### config.mk
export PLATFORM = sky130hd
export DESIGN_NAME = axi_lite_slave_regs
export DESIGN_NICKNAME = d
export VERILOG_FILES = /design/src/rtl/axi_lite_slave_regs.sv
export SDC_FILE = /design/constraint.sdc
export NUM_CORES = 1
export LEC_CHECK = 0
export CORE_MARGIN = 8
export CORE_UTILIZATION = 52
export DETAILED_ROUTE_END_ITERATION = 6
export GPL_TIMING_DRIVEN = 0
export PLACE_DENSITY = 0.86
export SYNTH_ARGS = -nofsm -noshare
export SYNTH_HDL_FRONTEND = slang
export SYNTH_SLANG_ARGS = --single-unit
### constraint.sdc
create_clock -name ACLK -period 8.35 [get_ports ACLK]
set_clock_uncertainty 0.15 [all_clocks]
set_input_delay 1.2525 -clock ACLK [delete_from_list [all_inputs] [get_ports ACLK]]
set_output_delay 1.2525 -clock ACLK [all_outputs]
set_load 0.01 [all_outputs]
### src/rtl/axi_lite_slave_regs.sv
// ---------------------------------------------------------------------------
// axi_lite_slave_regs
//
// AXI4-Lite slave register file. Terminates the AW, W, B, AR and R channels,
// holds NUM_REGS 32-bit registers, applies byte-strobed writes and exposes
// every register to fabric logic through reg_out.
//
// Parameters:
//   NUM_REGS   number of 32-bit registers (power of two, 2..16)
//   BASE_ADDR  byte address of register 0 (aligned to NUM_REGS*4)
//
// Ports:
//   ACLK, ARESETn              clock (rising edge), synchronous active-low reset
//   AWVALID/AWREADY/AWADDR/AWPROT   write address channel (AWPROT ignored)
//   WVALID/WREADY/WDATA/WSTRB       write data channel
//   BVALID/BREADY/BRESP             write response channel
//   ARVALID/ARREADY/ARADDR/ARPROT   read address channel (ARPROT ignored)
//   RVALID/RREADY/RDATA/RRESP       read data channel
//   reg_out                         flat register contents, reg i at [32i+31:32i]
//
// Configuration macro:
//   AXIL_SLAVE_ERR_EN  when defined, out-of-range accesses answer SLVERR,
//                      writes are dropped and reads return zero. When
//                      undefined, addresses alias through the index bits and
//                      every response is OKAY.
// ---------------------------------------------------------------------------
module axi_lite_slave_regs #(
    parameter int unsigned NUM_REGS  = 8,
    parameter logic [31:0] BASE_ADDR = 32'h1111_1100
) (
    input  logic                     ACLK,
    input  logic                     ARESETn,
    input  logic                     AWVALID,
    output logic                     AWREADY,
    input  logic [31:0]              AWADDR,
    input  logic [2:0]               AWPROT,
    input  logic                     WVALID,
    output logic                     WREADY,
    input  logic [31:0]              WDATA,
    input  logic [3:0]               WSTRB,
    output logic                     BVALID,
    input  logic                     BREADY,
    output logic [1:0]               BRESP,
    input  logic                     ARVALID,
    output logic                     ARREADY,
    input  logic [31:0]              ARADDR,
    input  logic [2:0]               ARPROT,
    output logic                     RVALID,
    input  logic                     RREADY,
    output logic [31:0]              RDATA,
    output logic [1:0]               RRESP,
    output logic [NUM_REGS*32-1:0]   reg_out
);

    localparam int unsigned IDX_W       = $clog2(NUM_REGS);
    localparam logic [31:0] SPAN        = 32'(NUM_REGS * 4);
    localparam logic [1:0]  RESP_OKAY   = 2'b00;
    localparam logic [1:0]  RESP_SLVERR = 2'b10;

    typedef enum logic [1:0] {
        WR_IDLE,
        WR_EXEC,
        WR_RESP
    } wr_state_t;

    typedef enum logic {
        RD_IDLE,
        RD_RESP
    } rd_state_t;

    wr_state_t        wr_state;
    wr_state_t        wr_state_next;
    rd_state_t        rd_state;
    rd_state_t        rd_state_next;
    logic             aw_full;
    logic             aw_full_next;
    logic             w_full;
    logic             w_full_next;
    logic [31:0]      aw_addr;
    logic [31:0]      w_data;
    logic [3:0]       w_strb;
    logic [31:0]      regs [NUM_REGS];
    logic             aw_hs;
    logic             w_hs;
    logic             ar_hs;
    logic [31:0]      wr_offset;
    logic [31:0]      rd_offset;
    logic [IDX_W-1:0] wr_idx;
    logic [IDX_W-1:0] rd_idx;
    logic             wr_in_range;
    logic             rd_in_range;
    logic             unused_bits;

    // Handshakes and ready outputs. Readies are forced low during reset so
    // the master cannot complete a handshake that the reset would discard.
    assign BVALID  = (wr_state == WR_RESP);
    assign RVALID  = (rd_state == RD_RESP);
    assign AWREADY = ARESETn & ~aw_full & ~BVALID;
    assign WREADY  = ARESETn & ~w_full & ~BVALID;
    assign ARREADY = ARESETn & ~RVALID;
    assign aw_hs   = AWVALID & AWREADY;
    assign w_hs    = WVALID & WREADY;
    assign ar_hs   = ARVALID & ARREADY;

    // Address decode: offset from the base, word index from the low offset
    // bits. The byte-lane bits [1:0] are ignored.
    assign wr_offset = aw_addr - BASE_ADDR;
    assign rd_offset = ARADDR - BASE_ADDR;
    assign wr_idx    = wr_offset[IDX_W+1:2];
    assign rd_idx    = rd_offset[IDX_W+1:2];

`ifdef AXIL_SLAVE_ERR_EN
    assign wr_in_range = (wr_offset < SPAN);
    assign rd_in_range = (rd_offset < SPAN);
`else
    assign wr_in_range = 1'b1;
    assign rd_in_range = 1'b1;
`endif

    // Protection bits and the offset bits outside the index are deliberately
    // not used; collecting them here keeps that intent explicit.
    assign unused_bits = ^{AWPROT, ARPROT, wr_offset, rd_offset, SPAN};

    // Write-path next state. AW and W are captured independently into their
    // holding flags in any order; once both are full the next cycle performs
    // the write, then the response is held until the master takes it.
    always_comb begin
        wr_state_next = wr_state;
        aw_full_next  = aw_full;
        w_full_next   = w_full;
        unique case (wr_state)
            WR_IDLE: begin
                if (aw_hs) begin
                    aw_full_next = 1'b1;
                end
                if (w_hs) begin
                    w_full_next = 1'b1;
                end
                if ((aw_full | aw_hs) && (w_full | w_hs)) begin
                    wr_state_next = WR_EXEC;
                end
            end
            WR_EXEC: begin
                aw_full_next  = 1'b0;
                w_full_next   = 1'b0;
                wr_state_next = WR_RESP;
            end
            WR_RESP: begin
                if (BREADY) begin
                    wr_state_next = WR_IDLE;
                end
            end
            default: begin
                wr_state_next = WR_IDLE;
                aw_full_next  = 1'b0;
                w_full_next   = 1'b0;
            end
        endcase
    end

    // Write-path state register and response. BRESP is decided on the
    // execute edge and stays put for the whole response phase.
    always_ff @(posedge ACLK) begin
        if (!ARESETn) begin
            wr_state <= WR_IDLE;
            aw_full  <= 1'b0;
            w_full   <= 1'b0;
            BRESP    <= RESP_OKAY;
        end else begin
            wr_state <= wr_state_next;
            aw_full  <= aw_full_next;
            w_full   <= w_full_next;
            if (wr_state == WR_EXEC) begin
                BRESP <= wr_in_range ? RESP_OKAY : RESP_SLVERR;
            end
        end
    end

    // Holding registers for the captured write address, data and strobes.
    // Their contents only matter while the matching flag is set, so they
    // need no reset.
    always_ff @(posedge ACLK) begin
        if (aw_hs) begin
            aw_addr <= AWADDR;
        end
        if (w_hs) begin
            w_data <= WDATA;
            w_strb <= WSTRB;
        end
    end

    // Register file. Only strobed bytes change, and only on the execute edge
    // of an accepted (in-range) write.
    always_ff @(posedge ACLK) begin
        if (!ARESETn) begin
            for (int i = 0; i < NUM_REGS; i++) begin
                regs[i] <= '0;
            end
        end else if ((wr_state == WR_EXEC) && wr_in_range) begin
            for (int b = 0; b < 4; b++) begin
                if (w_strb[b]) begin
                    regs[wr_idx][8*b +: 8] <= w_data[8*b +: 8];
                end
            end
        end
    end

    // Flatten the register array for fabric consumers.
    always_comb begin
        reg_out = '0;
        for (int i = 0; i < NUM_REGS; i++) begin
            reg_out[32*i +: 32] = regs[i];
        end
    end

    // Read-path next state: a response is pending from the AR handshake
    // until the master accepts it.
    always_comb begin
        rd_state_next = rd_state;
        unique case (rd_state)
            RD_IDLE: begin
                if (ar_hs) begin
                    rd_state_next = RD_RESP;
                end
            end
            RD_RESP: begin
                if (RREADY) begin
                    rd_state_next = RD_IDLE;
                end
            end
            default: begin
                rd_state_next = RD_IDLE;
            end
        endcase
    end

    // Read-path state register and data capture. RDATA is sampled from the
    // register array on the AR handshake edge, so a write landing on that
    // same edge is not visible to this read.
    always_ff @(posedge ACLK) begin
        if (!ARESETn) begin
            rd_state <= RD_IDLE;
            RDATA    <= '0;
            RRESP    <= RESP_OKAY;
        end else begin
            rd_state <= rd_state_next;
            if (ar_hs) begin
                RDATA <= rd_in_range ? regs[rd_idx] : 32'h0;
                RRESP <= rd_in_range ? RESP_OKAY : RESP_SLVERR;
            end
        end
    end

endmodule

==> results of run 1 <==
## worst max path at each step
stage            start   endpoint  slack (ns)
3_3_place_gp   ARESETn  w_data[9]        0.06
3_5_place_dp   ARESETn    AWREADY        3.46
4_1_cts        ARESETn    AWREADY        3.45
5_1_grt        ARESETn    AWREADY        3.34
2_1_floorplan  ARESETn  w_data[0]        3.34
6_report       ARESETn     WREADY        3.46
## critical path: stages
cell             delay, ns
clkdlybuf4s50_1       0.75
buf_4                 0.29
buf_2                 0.34
nand2_1               0.18
nor2_1                0.12
clkdlybuf4s50_1       0.54
## layout by cell type (no fill, tap or decap), types with 29 or more instances in the layout
master | netlist | layout
clkdlybuf4s50_1 | 0 | 339
edfxtp_1 | 295 | 295
nor2_1 | 225 | 225
clkbuf_1 | 29 | 40
and2_1 | 40 | 40
dfxtp_1 | 37 | 37
clkbuf_16 | 0 | 37
nand2_1 | 35 | 35
nand3_1 | 34 | 34
mux4_2 | 32 | 32
o22ai_1 | 32 | 32
buf_2 | 28 | 29
## cell type report
| class | instances | area [µm²] | area share |
|---|---|---|---|
| flip-flops and latches | 332 | 9599 | 0.4971 |
| clock inverters | 10 | 87.58 | 0.004535 |
| well taps | 341 | 426.7 | 0.02209 |
| plain buffers | 75 | 474.2 | 0.02456 |
| inverters | 2 | 7.507 | 0.0003888 |
| repair buffers | 349 | 3481 | 0.1803 |
| clock buffers | 52 | 1022 | 0.05294 |
| multi-input cells | 594 | 4213 | 0.2182 |
## metrics by stage
stage / area, µm² / std cells / hold slack, ns / util / setup slack, ns
floorplan: 14290 / 1003 / 0.3234 / - / 3.337
global placement: 18110 / 1683 / 0.3075 / 0.6719 / 0.06497
detailed placement: 18180 / 1690 / 0.3130 / 0.6746 / 3.460
CTS: 19290 / 1752 / 0.3208 / 0.7158 / 3.449
global route: 19310 / 1755 / 0.3350 / 0.7165 / 3.339
finish: 19310 / 1755 / 0.3187 / 0.7165 / 3.460
## sequential cells by signal, indices dropped and copies added, names as in the netlist
register,flops
regs,256
RDATA,32
w_data,32
w_strb,4
aw_addr,3
wr_state,2
RVALID,1
aw_full,1
w_full,1
## cells by family (layout without fill, tap and decap cells)
family | Yosys count | in the layout | synth area share
mux | 96 | 96 | 0.1067
buf+inv | 77 | 488 | 0.03374
flops | 332 | 332 | 0.6723
other cells | 1 | 4 | 0.0002627
simple gates | 393 | 393 | 0.1328
compound gates | 101 | 101 | 0.05416
## metal layers
layer	global-route usage	vias up	wire length, µm
met1	0.3453	5202	17770
met4	0.1056	0	1786
met2	0.4886	751	23880
met3	0.08363	104	5736
li1	-	4440	-
met5	0	-	0
## power groups by stage
stage	Sequential, W	Clock (W)	Combinational [W]
2_1_floorplan	0.00197	0	0.000170
3_3_place_gp	0.00195	0	0.000418
3_5_place_dp	0.00195	0	0.000431
4_1_cts	0.00192	0.00151	0.000433
5_1_grt	0.00193	0.00158	0.000452
6_report	0.00192	0.00151	0.000435
==> impl_results.md, run 1 <==
* Fmax achieved at 0.2045 GHz
* Arrival @ worst endpoint at 3.49 ns
* Total Nets Final at 1502
* Final hold vios at 0
* Core area at 26950 µm²
* Switching power total at 0.0009035 W
* Number of global-route vias before repair at 10.77k
* Dpl hpwl at 36590 µm
* Crit start category: input port
* Post-route ant nets at 0
* Vias per cell at 5.981
* Leading area contributor after synthesis: edfxtp_1
* Postcts setup bufs at 0
* Pleak at 6.789 nW
* Worst Path Required at 6.95 ns
* TritonCTS Buffers at 35
* Routed Wire Length at 49170 µm
* Initial DRC Count at 1200
* Site Rows at 60
* Flop-to-flop setup slack at 5.47 ns
* Synth Instances at 1000
* Root Driver: clkbuf_16
* Synth warn at 0
* Detailed Routing Iterations Pass 1 at 5
* Peak supply drop at 200.5 µV
* Congestion Overflow GR at 0
* Top-count cell post-synth: edfxtp_1
* Sequential area share after synthesis at 0.6723
* Final Setup Violations at 0
* Post-synth cell types at 41
* DRC viols at 0
* Largest net degree at the start of global routing at 15
* R2R Path Start: aw_addr[3]
* Crit path kind: input port to output port
* Maximum clock path buffer count at 3
* Hold path start: RDATA[4]
* Hold Crit Endpoint: RDATA[4]
* Die Footprint at 33010 µm²
* Fillers at 1731
* Internal cell power at 0.002963 W
* Maximum level of the CTS H-tree at 2
* Unrepaired setup endpoints after global routing: false
* Post-synth EDFFs at 295
* Async SR Flop Fraction at 0
* Die height at 181.7 µm
* CTS resizes at 0
* I/O pin total at 410
* Pwr/cell area at 200.2 nW/µm²
* Total GRT Usage at 0.2882
* R2R cell count at 4
* Hold Path Depth at 2
* Worst Tran Pin Value at 1.423 ns
* Clock sinks at 332
* Area Overhead vs Synth at 35.26%
* Ranking of synthesized cells by area: edfxtp_1 62%, nor2_1 5.9%, dfxtp_1 5.2%
* Post-Route Setup TNS at 0 ns
* Ys flop type: edfxtp_1
* Antenna cells at 0
* Total Power at 0.003867 W
* Fin. max-slew vios at 0
* Avg Inst Size Synth at 14.28 µm²
* Register bit total from synthesis at 332
* Outcome: complete, no violations
* Layout cells sized above 1 at 0.1740
* Clock power share at 0.391
* Switching Fraction at 0.2336
* First-pass GRT wire length at 70080 µm
* Relative slew margins at 0.04113
* GP Congestion at 0.8451
* Clock-pin slew on the worst setup and hold paths at 0.06 ns
* Sequential power share at 0.497
* Clock latency on the worst-skew pair at 0.51 ns
* Routed WL per cell at 28.02 µm
* Final period utilization at 0.5856
* Top cells by count, synth: 295 x edfxtp_1, 225 x nor2_1, 40 x and2_1
* Worst Hold Class: flip-flop to flip-flop
* PortBufs at 339
* CTS tree: done
* Area of the mapped netlist at 14280 µm²
* Hold buffer count at CTS at 0
* Starting density of the core at 0.5298
* Top fanout value on the critical path at 10
* Initial antenna violation count at 0
* Synth top area share at 0.6205
* Comb pwr share at 0.112
* Vias at 10.50k
* Die Wd at 181.7 µm
* CP Capture Type: output port
* Post-route minimum period at 4.890 ns
* R2r endpoint: regs[1][18]
* Max-Cap Viols at 0
Power figures use the tool's default switching activity.
==> inputs of run 2 (changes only) <==
--- a/config.mk
+++ b/config.mk
@@ -6,10 +6,10 @@
 export NUM_CORES = 1
 export LEC_CHECK = 0
 export CORE_MARGIN = 8
-export CORE_UTILIZATION = 52
+export CORE_UTILIZATION = 43
 export DETAILED_ROUTE_END_ITERATION = 6
 export GPL_TIMING_DRIVEN = 0
-export PLACE_DENSITY = 0.86
+export PLACE_DENSITY = 0.76
 export SYNTH_ARGS = -nofsm -noshare
 export SYNTH_HDL_FRONTEND = slang
 export SYNTH_SLANG_ARGS = --single-unit
==> constraint.sdc (replaced) <==
create_clock -name ACLK -period 4.3 [get_ports ACLK]
set_clock_uncertainty 0.15 [all_clocks]
set_input_delay 0.645 -clock ACLK [delete_from_list [all_inputs] [get_ports ACLK]]
set_output_delay 0.645 -clock ACLK [all_outputs]
set_load 0.01 [all_outputs]
==> run 2 against run 1 <==
Via count is 2.3% lower. Non-clock buffer count is 2 lower. Register-to-register slack worse by 4.0 ns. Sequential cell count stayed put. Die area is 19% higher. Hold slack better by 0.016 ns. Sequential power is 94% higher. Clock-buffer cell count is 4 lower. Clock power is 110% higher. Wire length is 3.3% higher. First-iteration DRC count is 30% lower. Design area is 1.2% higher. Largest cell class unchanged. Largest power group unchanged.
==> impl_results.md, run 2 (synthesis gave the netlist of run 1 again) <==
* Outcome: complete, no violations
* Postcts setup bufs at 0
* Design area at 19540 µm²
* Post-route minimum period at 3.608 ns
* I/O pin total at 410
* R2r endpoint: regs[1][7]
* Die Footprint at 39290 µm²
* Congestion Overflow GR at 0
* Placed Instances at 1788
* Hold Crit Endpoint: RDATA[22]
* Starting density of the core at 0.4377
* GP Congestion at 0.8353
* Switching Fraction at 0.2301
* Initial DRC Count at 835
* Vias at 10.25k
* PortBufs at 339
* Pleak at 6.843 nW
* Max-Cap Viols at 0
* Initial antenna violation count at 1
* Antenna cells at 0
* Hold path start: RDATA[22]
* Vias per cell at 5.518
* Most frequent cells in the layout: 339 x clkdlybuf4s50_1, 295 x edfxtp_1, 225 x nor2_1
* Core area at 32620 µm²
* Site Rows at 66
* DRC viols at 0
* Routed Wire Length at 50780 µm
* Layout cells sized above 1 at 0.1751
* Root Driver: clkbuf_16
* Worst Hold Class: flip-flop to flip-flop
* CP Capture Type: output port
* Maximum clock path buffer count at 3
* Commonest non-fill, non-tap cell in the layout: clkdlybuf4s50_1
* Final Setup Violations at 0
* Max reg flops at 256
* Largest net degree at the start of global routing at 18
* Top fanout value on the critical path at 10
* R2R Path Start: wr_state[1]
* Sequential power share at 0.479
* Area of the multi-input gates at 4219 µm²
* Clock-pin slew on the worst setup and hold paths at 0.06 ns
* Worst Tran Pin Value at 1.348 ns
* TritonCTS Buffers at 36
* Dpl hpwl at 38000 µm
* CTS resizes at 0
* Worst Path Required at 3.50 ns
* Final period utilization at 0.8390
* Clock latency on the worst-skew pair at 0.52 ns
* Flop-to-flop setup slack at 1.46 ns
* Pwr/cell area at 399.0 nW/µm²
* Final std cells w/o fill at 1858
* Crit start category: input port
* First-pass GRT wire length at 71470 µm
* FF+latch area at 9599 µm²
* Die height at 198.2 µm
* Comb pwr share at 0.108
* Register name with the most flops: regs
* Maximum level of the CTS H-tree at 2
* Area after DPL at 18290 µm²
* Total GRT Usage at 0.2513
* Number of global-route vias before repair at 10.50k
* Detailed Routing Iterations Pass 1 at 5
* Total Nets Final at 1501
* Arrival @ worst endpoint at 2.81 ns
* Final hold vios at 0
* Post-route ant nets at 0
* CTS tree: done
* Hold buffer count at CTS at 0
* Internal cell power at 0.006004 W
* Clock sinks at 332
* Relative slew margins at 0.09204
* Die Wd at 198.2 µm
* Switching power total at 0.001794 W
* Routed WL per cell at 27.33 µm
* Fillers at 2541
* Fin. max-slew vios at 0
* Crit path kind: input port to output port
* Unrepaired setup endpoints after global routing: false
* Largest regs: regs: 256 flops, RDATA: 32 flops, w_data: 32 flops
* Hold Path Depth at 2
* R2R cell count at 3
* Fmax achieved at 0.2772 GHz
* Peak supply drop at 318.1 µV
* Area Overhead vs Synth at 36.87%
* Clock power share at 0.414
## run 2: cell count changes in the layout (fill, tap and decap cells not counted), sizes merged
cell	change
buf	-1
bufinv	+4
clkbuf	-5
clkinv	+5
clkinvlp	-1
## run 2: how the worst max path moves through the flow
stage               cells past startpoint     from          to
floorplan                               4  ARESETn   w_data[0]
global placement                        5  ARESETn   w_data[2]
detailed placement                      3  ARESETn  regs[6][6]
CTS                                     6  ARESETn     AWREADY
global route                            6  ARESETn     AWREADY
finish                                  6  ARESETn     AWREADY
## run 2: final cells by class
| cell class | instances | share of cell area |
|---|---|---|
| Buffer | 75 | 0.02427 |
| Sequential cell | 332 | 0.4912 |
| Tap cell | 442 | 0.02830 |
| Timing Repair Buffer | 347 | 0.1768 |
| Clock buffer | 48 | 0.05206 |
| Inverter | 2 | 0.0003842 |
| Multi-Input combinational cell | 594 | 0.2159 |
| Clock inverter | 18 | 0.01101 |
## run 2: power by group through the flow
stage	Sequential (W)	Clock, W	Combinational [W]
floorplan	0.00383	0	0.000331
global placement	0.00379	0	0.000824
detailed placement	0.00380	0	0.000841
CTS	0.00373	0.00324	0.000844
global route	0.00374	0.00336	0.000881
finish	0.00373	0.00322	0.000842
## run 2: critical path, cell delays in order
cell             delay, ns
clkdlybuf4s50_1       0.68
buf_4                 0.26
buf_2                 0.33
nand2_1               0.20
nor2_1                0.14
clkdlybuf4s50_1       0.55
## run 2: metal layers
layer  up-vias  part of all wire  global-route usage
met5         -           0.00026                   0
met4         2             0.035             0.08822
met3       101              0.10             0.06299
met2       593              0.48              0.4202
met1      5107              0.38              0.3142
li1       4449                 -                   -
## run 2: per-stage QoR
step	hold slack (ns)	setup slack (ns)	setup TNS, ns	total power [W]	util
3_5_place_dp	0.3271	0.4978	0	0.004638	0.5607
5_1_grt	0.3480	0.6087	0	0.007983	0.5991
3_3_place_gp	0.3102	-0.8926	-31.98	0.004618	0.5592
4_1_cts	0.3323	0.7077	0	0.007814	0.5985
6_report	0.3344	0.6923	0	0.007798	0.5991
2_1_floorplan	0.3319	1.160	0	0.004157	-
